==> src/rtl/piso_pkg.sv <==
// Shared types and frame-geometry helpers for the PISO serializer.
// PISO_PARITY_EN lengthens every frame by one even-parity bit.
package piso_pkg;

   typedef enum logic {IDLE, SHIFT} state_t;

   function automatic int frame_len(input int data_width);
`ifdef PISO_PARITY_EN
      return data_width + 1;
`else
      return data_width;
`endif
   endfunction

   function automatic int cnt_width(input int data_width);
      return $clog2(frame_len(data_width));
   endfunction

   localparam int DEFAULT_DATA_WIDTH = 8;
   localparam int DEFAULT_CNT_W      = cnt_width(DEFAULT_DATA_WIDTH);

endpackage

==> src/rtl/piso_serializer_8_bits_if.sv <==
// Load handshake and serial stream bundle for the PISO serializer.
interface piso_serializer_8_bits_if #(
   parameter int DATA_WIDTH = 8
);
   logic [DATA_WIDTH-1:0] Parallel_Data_In;
   logic                  Load_Valid_In;
   logic                  Load_Ready_Out;
   logic                  Serial_Data_Out;
   logic                  Serial_Valid_Out;
   logic                  Frame_Start_Out;
   logic                  Frame_End_Out;
   logic                  Busy_Out;

   modport master (
      output Parallel_Data_In, Load_Valid_In,
      input  Load_Ready_Out, Serial_Data_Out, Serial_Valid_Out,
             Frame_Start_Out, Frame_End_Out, Busy_Out
   );

   modport slave (
      input  Parallel_Data_In, Load_Valid_In,
      output Load_Ready_Out, Serial_Data_Out, Serial_Valid_Out,
             Frame_Start_Out, Frame_End_Out, Busy_Out
   );
endinterface

==> src/rtl/piso_bit_counter.sv <==
// Bit-position counter: clear has priority over load, load over increment.
// tc flags the last position of a frame.
module piso_bit_counter
   import piso_pkg::*;
#(
   parameter int CNT_W    = DEFAULT_CNT_W,
   parameter int TERMINAL = frame_len(DEFAULT_DATA_WIDTH) - 1
) (
   input  logic             clk,
   input  logic             rst,
   input  logic             clr,
   input  logic             load,
   input  logic [CNT_W-1:0] load_val,
   input  logic             inc,
   output logic [CNT_W-1:0] count,
   output logic             tc
);

   always_ff @(posedge clk or posedge rst) begin
      if (rst) begin
         count <= '0;
      end else if (clr) begin
         count <= '0;
      end else if (load) begin
         count <= load_val;
      end else if (inc) begin
         count <= count + CNT_W'(1);
      end
   end

   assign tc = (count == CNT_W'(TERMINAL));

endmodule

==> src/rtl/piso_serializer_8_bits.sv <==
// Parallel-in serial-out serializer with zero-gap back-to-back streaming.
// Define PISO_PARITY_EN to append an even-parity bit after the data bits.
module piso_serializer_8_bits
   import piso_pkg::*;
#(
   parameter int DATA_WIDTH = 8,
   parameter bit MSB_FIRST  = 1'b1
) (
   input logic                     Clk_In,
   input logic                     Reset_In,
   piso_serializer_8_bits_if.slave bus
);

   localparam int FRAME_LEN = frame_len(DATA_WIDTH);
   localparam int CNT_W     = cnt_width(DATA_WIDTH);
   localparam logic [CNT_W-1:0] END_PREV = CNT_W'(FRAME_LEN - 2);
`ifdef PISO_PARITY_EN
   localparam logic [CNT_W-1:0] LAST_DATA = CNT_W'(DATA_WIDTH - 1);
`endif

   state_t                state;
   logic [DATA_WIDTH-1:0] shift_reg;
   logic [DATA_WIDTH-1:0] shift_next;
   logic [CNT_W-1:0]      count;
   logic                  count_tc;
   logic                  ready;
   logic                  accept;
   logic                  cnt_clr;
   logic                  cnt_inc;
   logic                  data_q;
   logic                  valid_q;
   logic                  start_q;
   logic                  end_q;
`ifdef PISO_PARITY_EN
   logic                  parity_q;
`endif

   function automatic logic out_bit(input logic [DATA_WIDTH-1:0] v);
      return MSB_FIRST ? v[DATA_WIDTH-1] : v[0];
   endfunction

   assign shift_next = MSB_FIRST ? {shift_reg[DATA_WIDTH-2:0], 1'b0}
                                 : {1'b0, shift_reg[DATA_WIDTH-1:1]};

   // The reload window opens on the final bit so a waiting word follows with no gap.
   assign ready   = !Reset_In && ((state == IDLE) || ((state == SHIFT) && count_tc));
   assign accept  = bus.Load_Valid_In && ready;
   assign cnt_clr = (state == SHIFT) && count_tc && !accept;
   assign cnt_inc = (state == SHIFT) && !count_tc;

   piso_bit_counter #(
      .CNT_W    (CNT_W),
      .TERMINAL (FRAME_LEN - 1)
   ) u_counter (
      .clk      (Clk_In),
      .rst      (Reset_In),
      .clr      (cnt_clr),
      .load     (accept),
      .load_val ('0),
      .inc      (cnt_inc),
      .count    (count),
      .tc       (count_tc)
   );

   // Outputs are registered from next-cycle values, so flags line up with the bit they mark.
   always_ff @(posedge Clk_In or posedge Reset_In) begin
      if (Reset_In) begin
         state     <= IDLE;
         shift_reg <= '0;
         data_q    <= 1'b0;
         valid_q   <= 1'b0;
         start_q   <= 1'b0;
         end_q     <= 1'b0;
`ifdef PISO_PARITY_EN
         parity_q  <= 1'b0;
`endif
      end else if (accept) begin
         state     <= SHIFT;
         shift_reg <= bus.Parallel_Data_In;
         data_q    <= out_bit(bus.Parallel_Data_In);
         valid_q   <= 1'b1;
         start_q   <= 1'b1;
         end_q     <= 1'b0;
`ifdef PISO_PARITY_EN
         parity_q  <= ^bus.Parallel_Data_In;
`endif
      end else if (state == SHIFT) begin
         if (count_tc) begin
            state     <= IDLE;
            shift_reg <= '0;
            data_q    <= 1'b0;
            valid_q   <= 1'b0;
            start_q   <= 1'b0;
            end_q     <= 1'b0;
         end else begin
            shift_reg <= shift_next;
`ifdef PISO_PARITY_EN
            data_q    <= (count == LAST_DATA) ? parity_q : out_bit(shift_next);
`else
            data_q    <= out_bit(shift_next);
`endif
            valid_q   <= 1'b1;
            start_q   <= 1'b0;
            end_q     <= (count == END_PREV);
         end
      end
   end

   assign bus.Load_Ready_Out   = ready;
   assign bus.Serial_Data_Out  = data_q;
   assign bus.Serial_Valid_Out = valid_q;
   assign bus.Frame_Start_Out  = start_q;
   assign bus.Frame_End_Out    = end_q;
   assign bus.Busy_Out         = (state == SHIFT);

endmodule

==> src/flat_wrapper.sv <==
// flat-port wrapper written by rule: the top's interface ports become plain ports
module piso_serializer_8_bits_flat import piso_pkg::*;
#(
   parameter int DATA_WIDTH = 8,
   parameter bit MSB_FIRST  = 1'b1
)
  (Clk_In, Reset_In, bus_Parallel_Data_In, bus_Load_Valid_In, bus_Load_Ready_Out, bus_Serial_Data_Out, bus_Serial_Valid_Out, bus_Frame_Start_Out, bus_Frame_End_Out, bus_Busy_Out);
  piso_serializer_8_bits_if #(.DATA_WIDTH(DATA_WIDTH)) bus_i ();
  input logic Clk_In;
  input logic Reset_In;
  input wire logic [$bits(bus_i.Parallel_Data_In)-1:0] bus_Parallel_Data_In;
  input wire logic [$bits(bus_i.Load_Valid_In)-1:0] bus_Load_Valid_In;
  output wire logic [$bits(bus_i.Load_Ready_Out)-1:0] bus_Load_Ready_Out;
  output wire logic [$bits(bus_i.Serial_Data_Out)-1:0] bus_Serial_Data_Out;
  output wire logic [$bits(bus_i.Serial_Valid_Out)-1:0] bus_Serial_Valid_Out;
  output wire logic [$bits(bus_i.Frame_Start_Out)-1:0] bus_Frame_Start_Out;
  output wire logic [$bits(bus_i.Frame_End_Out)-1:0] bus_Frame_End_Out;
  output wire logic [$bits(bus_i.Busy_Out)-1:0] bus_Busy_Out;
  assign bus_i.Parallel_Data_In = bus_Parallel_Data_In;
  assign bus_i.Load_Valid_In = bus_Load_Valid_In;
  assign bus_Load_Ready_Out = bus_i.Load_Ready_Out;
  assign bus_Serial_Data_Out = bus_i.Serial_Data_Out;
  assign bus_Serial_Valid_Out = bus_i.Serial_Valid_Out;
  assign bus_Frame_Start_Out = bus_i.Frame_Start_Out;
  assign bus_Frame_End_Out = bus_i.Frame_End_Out;
  assign bus_Busy_Out = bus_i.Busy_Out;
  piso_serializer_8_bits #(.DATA_WIDTH(DATA_WIDTH), .MSB_FIRST(MSB_FIRST)) u_core (.Clk_In(Clk_In), .Reset_In(Reset_In), .bus(bus_i));
endmodule
==> config.mk <==
export PLATFORM = sky130hd
export DESIGN_NAME = piso_serializer_8_bits_flat
export DESIGN_NICKNAME = d
export VERILOG_FILES = /design/src/rtl/piso_pkg.sv /design/src/rtl/piso_serializer_8_bits_if.sv /design/src/rtl/piso_bit_counter.sv /design/src/rtl/piso_serializer_8_bits.sv /design/src/flat_wrapper.sv
export SDC_FILE = /design/constraint.sdc
export NUM_CORES = 1
export LEC_CHECK = 0
export CORE_MARGIN = 2
export CORE_UTILIZATION = 45
export CTS_BUF_LIST = sky130_fd_sc_hd__clkbuf_4 sky130_fd_sc_hd__clkbuf_8
export CTS_CLUSTER_DIAMETER = 80
export DETAILED_ROUTE_END_ITERATION = 12
export GPL_ROUTABILITY_DRIVEN = 0
export MAX_ROUTING_LAYER = met4
export PLACE_DENSITY = 0.76
export SYNTH_ARGS = -nofsm -noshare
export SYNTH_HDL_FRONTEND = slang
export SYNTH_SLANG_ARGS = --single-unit
==> constraint.sdc <==
create_clock -name Clk_In -period 1.43 [get_ports Clk_In]
set_input_delay 0.286 -clock Clk_In [delete_from_list [all_inputs] [get_ports Clk_In]]
set_output_delay 0.286 -clock Clk_In [all_outputs]
set_load 0.01 [all_outputs]
==> run_results.csv, run 1 <==
group,metric,value,unit
place,detailed_place_hpwl,1080,µm
logic_synthesis,post-synth-top-area-cell,"sky130_fd_sc_hd__dfrtp_1",
clock_network,ctsLongestPathBuffers,2,
clock_network,number_of_buffers_created_by_cts,3,
critical_path,endpoint_kind,"output port",
global_route,pin_count_of_the_biggest_net_entering_global_routing,16,
layout,final_cell_count_no_fill,112,
layout,finish.net_count,111,
routing,route.detailed.drc,0,
hold_path,min_delay_worst_type,"primary input to asynchronous set/reset pin",
layout,filler_cell_count,120,
floorplanning,placement_rows,14,
global_route,global_router_s_overall_resource_usage,0.212,
routing,drt_wl_total,1740,µm
sta,timing.clock.skew,0.00511,ns
flow_run,drv_cap,0,
sta,hold_viol_final,0,
clock_network,clockRootBuffer,"sky130_fd_sc_hd__clkbuf_4",
sta,final_period_minus_worst_setup_slack,1.62,ns
critical_path,crit_required,1.14,ns
critical_path,worstReg2RegEnd,"u_core.shift_reg[4]$_DFFE_PP0P_",
sta,worst_pin_slew,0.303,ns
power,p_switching,740,µW
critical_path,worst-setup-path-type,"register to output port",
layout,finish.utilization,0.726,
power,ir_worst_vdd,1140,µV
clock_network,clkSinkCount,15,
floorplanning,i_o_pin_total,17,
floorplanning,die_width,43.7,µm
sta,setup-violations-final,11,
clock_network,clk-insertion-delay-late,0.29,ns
logic_synthesis,synthDistinctLibCells,23,
global_route,first_pass_grt_wire_length,2730,µm
logic_synthesis,postSynthNetCount,76,
logic_synthesis,post-synth-top-area-fraction,0.530,
place,post-place-ws,-0.248,ns
global_route,initial_antenna_violation_count,0,
layout,area.growth.synth_to_final,52.7,%
clock_network,cts_tree,"yes",
sta,setup_ws,-0.187,ns
layout,layout-drive-gt1-share,0.354,
clock_network,htree_num_levels,1,
routing,drt.antenna.violating_nets,0,
routing,avgRoutedWirePerCell,15.6,µm
power,power.share.sequential,0.317,
sta,fmax,619,MHz
logic_synthesis,synth_seq_area_share,0.530,
layout,ff_latch_area,375,µm²
power,leakagePower,0.000508,µW
routing,drt_iter0_drc,9,
critical_path,crit_fanout,2,
sta,final-max-slew-violation-count,0,
layout,multiInputGateArea,360,µm²
power,power_frac_comb,0.558,
floorplanning,die_h,43.7,µm
sta,slew_headroom,0.798,
place,post-place-cells,100,
logic_synthesis,synthesis.area,708,µm²
floorplanning,initial_utilization,0.476,
floorplanning,die_area,1910,µm²
critical_path,rr_startpoint,"u_core.u_counter.count[0]$_DFFE_PP0P_",
sta,grt_setup_unrepaired,"yes",
logic_synthesis,syn_area_per_cell,11.4,µm²
layout,diodes,0,
critical_path,crit_arrival,1.33,ns
routing,average_vias_per_placed_instance,5.59,
status,run_status,"finished, violations left",
global_route,via_count_of_the_first_global_routing_pass,608,
global_route,grt.overflow.total,0,
critical_path,r2r_slack,-0.17,ns
logic_synthesis,synth_area_leaders,"sky130_fd_sc_hd__dfrtp_1 (53%), sky130_fd_sc_hd__a221o_1 (7.1%), sky130_fd_sc_hd__ha_1 (5.3%)",
floorplanning,coreArea,1490,µm²
layout,largest_reg_flops,7,
logic_synthesis,netlist_instances,62,
power,powerDensity,1980,nW/µm²
power,netSwitchingFraction,0.347,
status,failed_checks,"negative setup slack",
clock_network,cts.reportedPaths.clkPinSlew,0.09,ns
power,p_int,1400,µW
sta,layout_worst_path_cycle_share,1.13,
power,power.clock.fraction,0.125,
critical_path,worst_setup_path_start_kind,"register",
critical_path,reg2reg_depth,8,
clock_network,cts_hold_buf,0,
logic_synthesis,synth.ff_latch_count,15,
place,total_of_buffers_placed_on_input_and_output_ports,16,
logic_synthesis,ys_warns,0,
power,power,2140,µW
routing,detail_route.first_pass.iterations,4,
routing,vias,626,
cell families after synthesis:
group / share of synthesized area
buffers and inverters: 0.0442
DFF: 0.530
and+or+nand+nor: 0.177
muxes: 0.0442
adders and majority gates: 0.0530
AOI/OAI and AO/OA: 0.152
worst max-delay path, cell delays in order, from the launching register on:
cell	delay, ns
sky130_fd_sc_hd__dfrtp_1	0.39
sky130_fd_sc_hd__ha_2	0.20
sky130_fd_sc_hd__ha_4	0.16
sky130_fd_sc_hd__nor2b_4	0.12
sky130_fd_sc_hd__nor2_1	0.04
sky130_fd_sc_hd__buf_2	0.13
cell type report:
cell class	instances	area share
Timing Repair Buffer	33	0.266
Clock buffer	4	0.0278
Tap cell	16	0.0185
Inverter	2	0.00694
Sequential cell	15	0.347
Multi-Input combinational cell	42	0.333
power by group through the flow:
| stage | registers [µW] | clock network [µW] | logic (µW) |
|---|---|---|---|
| 6_report | 676 | 267 | 1190 |
| 3_3_place_gp | 674 | 0 | 827 |
| 5_1_grt | 697 | 289 | 1300 |
| 2_1_floorplan | 701 | 0 | 495 |
| 4_1_cts | 671 | 273 | 1040 |
| 3_5_place_dp | 682 | 0 | 860 |
worst max path at each step:
stage,from,endpoint,cells after the start
floorplan,u_core.u_counter.count[1]$_DFFE_PP0P_,u_core.shift_reg[1]$_DFFE_PP0P_,6
global placement,Reset_In,bus_Load_Ready_Out,3
detailed placement,Reset_In,bus_Load_Ready_Out,3
CTS,u_core.u_counter.count[0]$_DFFE_PP0P_,bus_Load_Ready_Out,5
global route,u_core.u_counter.count[0]$_DFFE_PP0P_,bus_Load_Ready_Out,5
finish,u_core.u_counter.count[0]$_DFFE_PP0P_,bus_Load_Ready_Out,5
cells in the mapped netlist:
cell type / instances
sky130_fd_sc_hd__nand3b_1: 1
sky130_fd_sc_hd__nor2b_1: 1
sky130_fd_sc_hd__a221o_1: 5
sky130_fd_sc_hd__buf_6: 1
sky130_fd_sc_hd__nand2_1: 5
sky130_fd_sc_hd__mux2_2: 1
sky130_fd_sc_hd__ha_1: 3
sky130_fd_sc_hd__nor2_1: 2
sky130_fd_sc_hd__inv_1: 2
sky130_fd_sc_hd__nor2b_2: 1
sky130_fd_sc_hd__o22ai_1: 1
sky130_fd_sc_hd__nand2b_1: 3
sky130_fd_sc_hd__mux2i_1: 2
sky130_fd_sc_hd__o21ai_1: 5
sky130_fd_sc_hd__nand3_1: 1
sky130_fd_sc_hd__and2_1: 5
sky130_fd_sc_hd__nand4b_1: 1
sky130_fd_sc_hd__dfrtp_1: 15
sky130_fd_sc_hd__nor2_2: 2
sky130_fd_sc_hd__buf_2: 1
sky130_fd_sc_hd__a22o_1: 1
sky130_fd_sc_hd__a32oi_1: 2
sky130_fd_sc_hd__buf_4: 1
stage by stage:
stage                     hold WS (ns)   TNS, ns  area (µm²)
final                            0.366     -1.33        1080
after global routing             0.398     -2.11        1080
after CTS                        0.369     -1.20        1040
after detailed placement         0.489     -1.36         952
after global placement           0.484     -1.15         952
after floorplan                  0.187  -0.00259         728
timing repair:
item,4_1_cts,5_1_grt
setup buffers,7,3
resized for setup,15,7
pin swaps,1,2
gates cloned,0,0
endpoints found under the setup margin,12,12
layout by cell type, fill, tap and decap left out, types with 2 or more instances in the layout:
cell type and count:
sky130_fd_sc_hd__dfrtp_1 15, sky130_fd_sc_hd__buf_4 14, sky130_fd_sc_hd__clkdlybuf4s50_1 10, sky130_fd_sc_hd__nand2_1 5
sky130_fd_sc_hd__o21ai_1 5, sky130_fd_sc_hd__a221o_1 5, sky130_fd_sc_hd__dlygate4sd2_1 5, sky130_fd_sc_hd__clkbuf_4 4
sky130_fd_sc_hd__and2_1 3, sky130_fd_sc_hd__buf_6 3, sky130_fd_sc_hd__nand2b_1 2, sky130_fd_sc_hd__nor2_1 2
sky130_fd_sc_hd__mux2i_1 2, sky130_fd_sc_hd__a32oi_2 2, sky130_fd_sc_hd__inv_1 2, sky130_fd_sc_hd__and2_4 2
metal layers:
layer / vias to the layer above / global-route usage / part of all wire
met3: 7 / 0.0750 / 0.057
li1: 294 / - / -
met5: - / - / 0
met4: 0 / 0.0909 / 0.027
met2: 15 / 0.350 / 0.54
met1: 310 / 0.229 / 0.38
Note: power is estimated with default switching activity, not from simulation.
==> inputs of run 2 (changes only) <==
--- a/config.mk
+++ b/config.mk
@@ -13,6 +13,7 @@
 export GPL_ROUTABILITY_DRIVEN = 0
 export MAX_ROUTING_LAYER = met4
 export PLACE_DENSITY = 0.76
+export RECOVER_POWER = 25
 export SYNTH_ARGS = -nofsm -noshare
 export SYNTH_HDL_FRONTEND = slang
 export SYNTH_SLANG_ARGS = --single-unit
==> run 2 against run 1 <==
The flow still finishes with violations (negative setup slack). Setup slack barely moved. Critical path depth did not move. Non-clock buffer count stayed put. Global-route usage unchanged. Count of clock-buffer cells in the layout did not move. Combinational power about the same. Wire length down 0.98%.
==> run_results.csv, run 2 (synthesized netlist as in run 1, its figures left out) <==
group,metric,value,unit
sta,final-max-slew-violation-count,0,
hold_path,min_delay_worst_type,"register to register",
global_route,via_count_of_the_first_global_routing_pass,608,
global_route,initial_antenna_violation_count,0,
floorplanning,die_area,1910,µm²
routing,average_vias_per_placed_instance,5.56,
critical_path,worst-setup-path-type,"register to output port",
sta,finalSetupTns,-1.33,ns
routing,route.detailed.drc,0,
layout,filler_cell_count,121,
routing,drt_iter0_drc,10,
global_route,grt.overflow.total,0,
hold_path,hold_path.startpoint,"u_core.shift_reg[0]$_DFFE_PP0P_",
routing,drt.antenna.violating_nets,0,
layout,diodes,0,
routing,avgRoutedWirePerCell,15.4,µm
layout,finish.utilization,0.724,
clock_network,clk-insertion-delay-late,0.29,ns
sta,whs,0.509,ns
critical_path,critical_path_cell_list,"ha_2, ha_4, nor2b_4, nor2_1, buf_2",
global_route,pin_count_of_the_biggest_net_entering_global_routing,16,
layout,layout-drive-gt1-share,0.344,
clock_network,cts_tree,"yes",
critical_path,endpoint_kind,"output port",
critical_path,cp_slowest_stage_delay,0.39,ns
clock_network,clockRootBuffer,"sky130_fd_sc_hd__clkbuf_4",
floorplanning,placement_rows,14,
routing,drt_wl_total,1730,µm
global_route,global_router_s_overall_resource_usage,0.212,
status,run_status,"finished, violations left",
critical_path,crit_fanout,2,
critical_path,critical_path_buf_inv_count,1,
sta,worst_pin_slew,0.805,ns
power,powerDensity,1980,nW/µm²
sta,layout_worst_path_cycle_share,1.13,
sta,slew_headroom,0.463,
critical_path,worst_setup_path_start_kind,"register",
sta,final_period_minus_worst_setup_slack,1.62,ns
clock_network,number_of_buffers_created_by_cts,3,
place,post-place-cells,100,
critical_path,crit_required,1.14,ns
clock_network,ctsLongestPathBuffers,2,
sta,setup-violations-final,11,
place,detailed_place_hpwl,1080,µm
place,total_of_buffers_placed_on_input_and_output_ports,16,
floorplanning,die_h,43.7,µm
status,failed_checks,"negative setup slack",
power,power,2130,µW
floorplanning,i_o_pin_total,17,
power,ir_worst_vdd,1140,µV
power,leakagePower,0.000505,µW
floorplanning,coreArea,1490,µm²
layout,area.growth.synth_to_final,52.1,%
layout,mostFrequentLayoutCells,"sky130_fd_sc_hd__dfrtp_1 (15), sky130_fd_sc_hd__buf_4 (13), sky130_fd_sc_hd__clkdlybuf4s50_1 (10)",
critical_path,worst_path_dominant_cell_family,"flip-flops",
critical_path,critical_path.startpoint,"u_core.u_counter.count[0]$_DFFE_PP0P_",
routing,vias,623,
sta,setup_ws,-0.187,ns
clock_network,cts.reportedPaths.clkPinSlew,0.08,ns
layout,layout_commonest_cell,"sky130_fd_sc_hd__dfrtp_1",
floorplanning,die_width,43.7,µm
sta,fmax,618,MHz
flow_run,drv_cap,0,
critical_path,crit_arrival,1.33,ns
critical_path,critPathSlowestCell,"sky130_fd_sc_hd__dfrtp_1",
clock_network,clkSinkCount,15,
sta,hold_viol_final,0,
sta,timing.clock.skew,0.00497,ns
floorplanning,initial_utilization,0.476,
critical_path,rr_startpoint,"u_core.u_counter.count[0]$_DFFE_PP0P_",
layout,finish.net_count,111,
layout,largest_reg_flops,7,
sta,grt_setup_unrepaired,"yes",
clock_network,htree_num_levels,1,
layout,final_cell_count_no_fill,112,
global_route,first_pass_grt_wire_length,2730,µm
routing,detail_route.first_pass.iterations,4,
==> run 2: cell count changes in the layout (fill, tap and decap cells not counted) <==
cell | previous run | this run
sky130_fd_sc_hd__clkbuf_1 | 0 | 1
sky130_fd_sc_hd__buf_4 | 14 | 13
==> run 2: what timing repair did <==
item | in CTS | in global routing
hold buffers | 0 | 0
gates cloned | 0 | 0
gates resized for setup | 15 | 7
setup buffers | 7 | 3
endpoints found under the setup margin | 12 | 12
pin swaps | 1 | 2
==> run 2: final timing paths <==
check / end / slack, ns / cells past startpoint
min in group asynchronous: u_core.shift_reg[3]$_DFFE_PP0P_ / 0.58 / 3
max in group asynchronous: u_core.shift_reg[0]$_DFFE_PP0P_ / 0.35 / 3
max reg2reg: u_core.shift_reg[4]$_DFFE_PP0P_ / -0.17 / 8
min reg2reg: u_core.shift_reg[0]$_DFFE_PP0P_ / 0.51 / 1
min: u_core.shift_reg[0]$_DFFE_PP0P_ / 0.51 / 1
max: bus_Load_Ready_Out / -0.19 / 5
==> run 2: layout make-up <==
cell class | count | area [µm²] | share of cell area
Clock buffer | 4 | 30.0 | 0.0279
Timing Repair Buffer | 33 | 284 | 0.264
Tap cell | 16 | 20.0 | 0.0186
Multi-Input combinational cell | 42 | 360 | 0.334
Sequential cell | 15 | 375 | 0.348
Inverter | 2 | 7.51 | 0.00697
==> run 2: per-layer routing <==
metal | share of wire | wire length, µm | up-vias | global-route usage
li1 | - | - | 295 | -
met1 | 0.38 | 651 | 306 | 0.229
met2 | 0.54 | 932 | 15 | 0.350
met3 | 0.055 | 95 | 7 | 0.0750
met4 | 0.026 | 45 | 0 | 0.0909
met5 | 0 | 0 | - | -
==> run 2: metrics by stage <==
stage | setup WS [ns] | cell area (µm²)
after floorplan | -0.000519 | 728
after global placement | -0.240 | 952
after CTS | -0.189 | 1040
after detailed placement | -0.248 | 952
after global routing | -0.248 | 1080
final | -0.187 | 1080
==> run 2: where the power goes <==
group	internal [µW]	switching [µW]	total (µW)
logic	683	507	1190
registers	583	92.3	676
clock network	128	139	266
==> run 2: worst register-to-register path, cell delays in order, from the launching register on <==
cell and delay [ns]:
sky130_fd_sc_hd__dfrtp_1 0.36, sky130_fd_sc_hd__ha_2 0.19, sky130_fd_sc_hd__ha_4 0.14, sky130_fd_sc_hd__nor2b_4 0.04, sky130_fd_sc_hd__buf_4 0.12, sky130_fd_sc_hd__buf_6 0.12, sky130_fd_sc_hd__buf_6 0.12, sky130_fd_sc_hd__and2_4 0.14
sky130_fd_sc_hd__a221o_1 0.25
==> inputs of run 3 (changes only) <==
--- a/config.mk
+++ b/config.mk
@@ -12,8 +12,9 @@
 export DETAILED_ROUTE_END_ITERATION = 12
 export GPL_ROUTABILITY_DRIVEN = 0
 export MAX_ROUTING_LAYER = met4
-export PLACE_DENSITY = 0.76
+export PLACE_DENSITY = 0.82
 export RECOVER_POWER = 25
+export SKIP_CTS_REPAIR_TIMING = 1
 export SYNTH_ARGS = -nofsm -noshare
 export SYNTH_HDL_FRONTEND = slang
 export SYNTH_SLANG_ARGS = --single-unit
==> run 3 against run 2 <==
The run still ends with negative setup slack left. Worst hold slack lost 0.00054 ns. Die area is the same. Design area shrank 5.6%. Critical endpoint unchanged. Largest power group unchanged. Highest routed layer unchanged.
==> run_results.csv, run 3 (synthesized netlist as in run 1, its figures left out) <==
group,metric,value,unit
global_route,grt.overflow.total,0,
critical_path,cp_slowest_stage_delay,0.39,ns
clock_network,clk-insertion-delay-late,0.29,ns
sta,slew_headroom,0.450,
power,netSwitchingFraction,0.347,
critical_path,critical_path_cell_list,"ha_2, ha_4, nor2b_4, nor2_1, clkbuf_2",
global_route,pin_count_of_the_biggest_net_entering_global_routing,16,
sta,final_period_minus_worst_setup_slack,1.64,ns
layout,finish.net_count,106,
power,powerDensity,1840,nW/µm²
routing,drt_wl_total,1640,µm
place,post-place-cells,101,
power,p_int,1220,µW
clock_network,cts_tree,"yes",
critical_path,crit_arrival,1.36,ns
critical_path,rr_startpoint,"u_core.u_counter.count[0]$_DFFE_PP0P_",
critical_path,critPathSlowestCell,"sky130_fd_sc_hd__dfrtp_1",
clock_network,ctsLongestPathBuffers,2,
power,p_switching,649,µW
power,power,1870,µW
routing,drt_iter0_drc,3,
sta,setup-violations-final,9,
critical_path,endpoint_kind,"output port",
hold_path,hold_path.startpoint,"u_core.bus.Serial_Valid_Out$_DFFE_PP0P_",
power,power.share.sequential,0.360,
power,leakagePower,0.000513,µW
critical_path,crit_fanout,2,
place,place_area,960,µm²
hold_path,holdPathEnd,"u_core.bus.Serial_Valid_Out$_DFFE_PP0P_",
power,power_frac_comb,0.496,
critical_path,crit_required,1.14,ns
routing,detail_route.first_pass.iterations,4,
routing,average_vias_per_placed_instance,5.41,
floorplanning,die_h,43.7,µm
status,run_status,"finished, violations left",
hold_path,worst_hold_path.num_cells,2,
critical_path,worst-setup-path-type,"register to output port",
layout,finish.utilization,0.683,
flow_run,drv_cap,0,
clock_network,clockRootBuffer,"sky130_fd_sc_hd__clkbuf_4",
layout,largest_reg_flops,7,
critical_path,worst_setup_path_start_kind,"register",
sta,fmax,609,MHz
layout,postLayoutCellArea,1020,µm²
sta,grt_setup_unrepaired,"yes",
place,detailed_place_hpwl,1120,µm
critical_path,reg2reg_depth,7,
layout,final_cell_count_no_fill,107,
sta,timing.clock.skew,0.000753,ns
place,total_of_buffers_placed_on_input_and_output_ports,16,
critical_path,worstReg2RegEnd,"u_core.shift_reg[1]$_DFFE_PP0P_",
layout,mostFrequentLayoutCells,"sky130_fd_sc_hd__dfrtp_1 (15), sky130_fd_sc_hd__clkdlybuf4s50_1 (10), sky130_fd_sc_hd__buf_4 (10)",
critical_path,r2r_slack,-0.15,ns
critical_path,critical_path.startpoint,"u_core.u_counter.count[0]$_DFFE_PP0P_",
clock_network,htree_num_levels,1,
hold_path,min_delay_worst_type,"register to register",
clock_network,clkSinkCount,15,
routing,route.detailed.drc,0,
layout,layout-drive-gt1-share,0.242,
power,ir_worst_vdd,1170,µV
routing,avgRoutedWirePerCell,15.3,µm
sta,layout_worst_path_cycle_share,1.15,
sta,hold_viol_final,0,
sta,worst_pin_slew,0.825,ns
place,post-place-ws,-0.234,ns
global_route,via_count_of_the_first_global_routing_pass,608,
sta,setup_ws,-0.213,ns
floorplanning,coreArea,1490,µm²
status,failed_checks,"negative setup slack",
global_route,initial_antenna_violation_count,0,
routing,vias,579,
layout,area.growth.synth_to_final,43.6,%
global_route,first_pass_grt_wire_length,2680,µm
layout,filler_cell_count,102,
layout,diodes,0,
clock_network,number_of_buffers_created_by_cts,3,
floorplanning,initial_utilization,0.476,
sta,final-max-slew-violation-count,0,
floorplanning,placement_rows,14,
global_route,global_router_s_overall_resource_usage,0.199,
floorplanning,die_area,1910,µm²
floorplanning,die_width,43.7,µm
power,power.clock.fraction,0.145,
routing,drt.antenna.violating_nets,0,
clock_network,cts.reportedPaths.clkPinSlew,0.09,ns
layout,layout_commonest_cell,"sky130_fd_sc_hd__dfrtp_1",
floorplanning,i_o_pin_total,17,
-- run 3: cell count changes in the layout (fill, tap and decap cells not counted), moves of 2 or more --
cell,delta
sky130_fd_sc_hd__a32oi_1,+2
sky130_fd_sc_hd__dlymetal6s2s_1,+5
sky130_fd_sc_hd__buf_6,-2
sky130_fd_sc_hd__and2_1,+2
sky130_fd_sc_hd__buf_4,-3
sky130_fd_sc_hd__and2_4,-2
sky130_fd_sc_hd__dlygate4sd2_1,-5
sky130_fd_sc_hd__a32oi_2,-2
-- run 3: metal layers --
metal / vias to the layer above / wire, µm / share of wire / track usage
li1: 279 / - / - / -
met1: 287 / 712 / 0.44 / 0.239
met2: 9 / 846 / 0.52 / 0.321
met3: 4 / 55 / 0.034 / 0.0375
met4: 0 / 22 / 0.013 / 0.0909
met5: - / 0 / 0 / -
-- run 3: stage by stage --
step | setup TNS [ns] | hold slack [ns]
after floorplan | -0.00259 | 0.187
after global placement | -1.40 | 0.481
after detailed placement | -1.72 | 0.496
after CTS | -1.53 | 0.460
after global routing | -1.55 | 0.524
final | -1.04 | 0.509
-- run 3: worst max-delay path by stage --
| stage | endpoint | cells after the start | slack, ns |
|---|---|---|---|
| finish | bus_Load_Ready_Out | 5 | -0.21 |
| detailed placement | bus_Load_Ready_Out | 5 | -0.23 |
| floorplan | u_core.shift_reg[1]$_DFFE_PP0P_ | 6 | -0.0005 |
| global placement | bus_Load_Ready_Out | 5 | -0.20 |
| CTS | bus_Load_Ready_Out | 5 | -0.56 |
| global route | bus_Load_Ready_Out | 5 | -0.26 |
-- run 3: power by group through the flow --
stage	Sequential, µW	Clock, µW	Combinational (µW)
3_5_place_dp	683	0	853
6_report	672	270	926
4_1_cts	675	271	863
3_3_place_gp	674	0	824
2_1_floorplan	701	0	495
5_1_grt	693	291	1030
-- run 3: area by class of cell --
cell class | instances | area [µm²] | area share
Clock buffer | 4 | 30.0 | 0.0295
Inverter | 2 | 7.51 | 0.00738
Multi-Input combinational cell | 42 | 327 | 0.321
Sequential cell | 15 | 375 | 0.369
Tap cell | 16 | 20.0 | 0.0197
Timing Repair Buffer | 28 | 258 | 0.253
-- run 3: worst max-delay path, delay by kind of cell (launching register included) --
kind | cells | cell delay, ns
flip-flops | 1 | 0.39
AND/OR/NAND/NOR | 2 | 0.17
adder cells (fa/ha/maj) | 2 | 0.37
buffers and inverters | 1 | 0.13
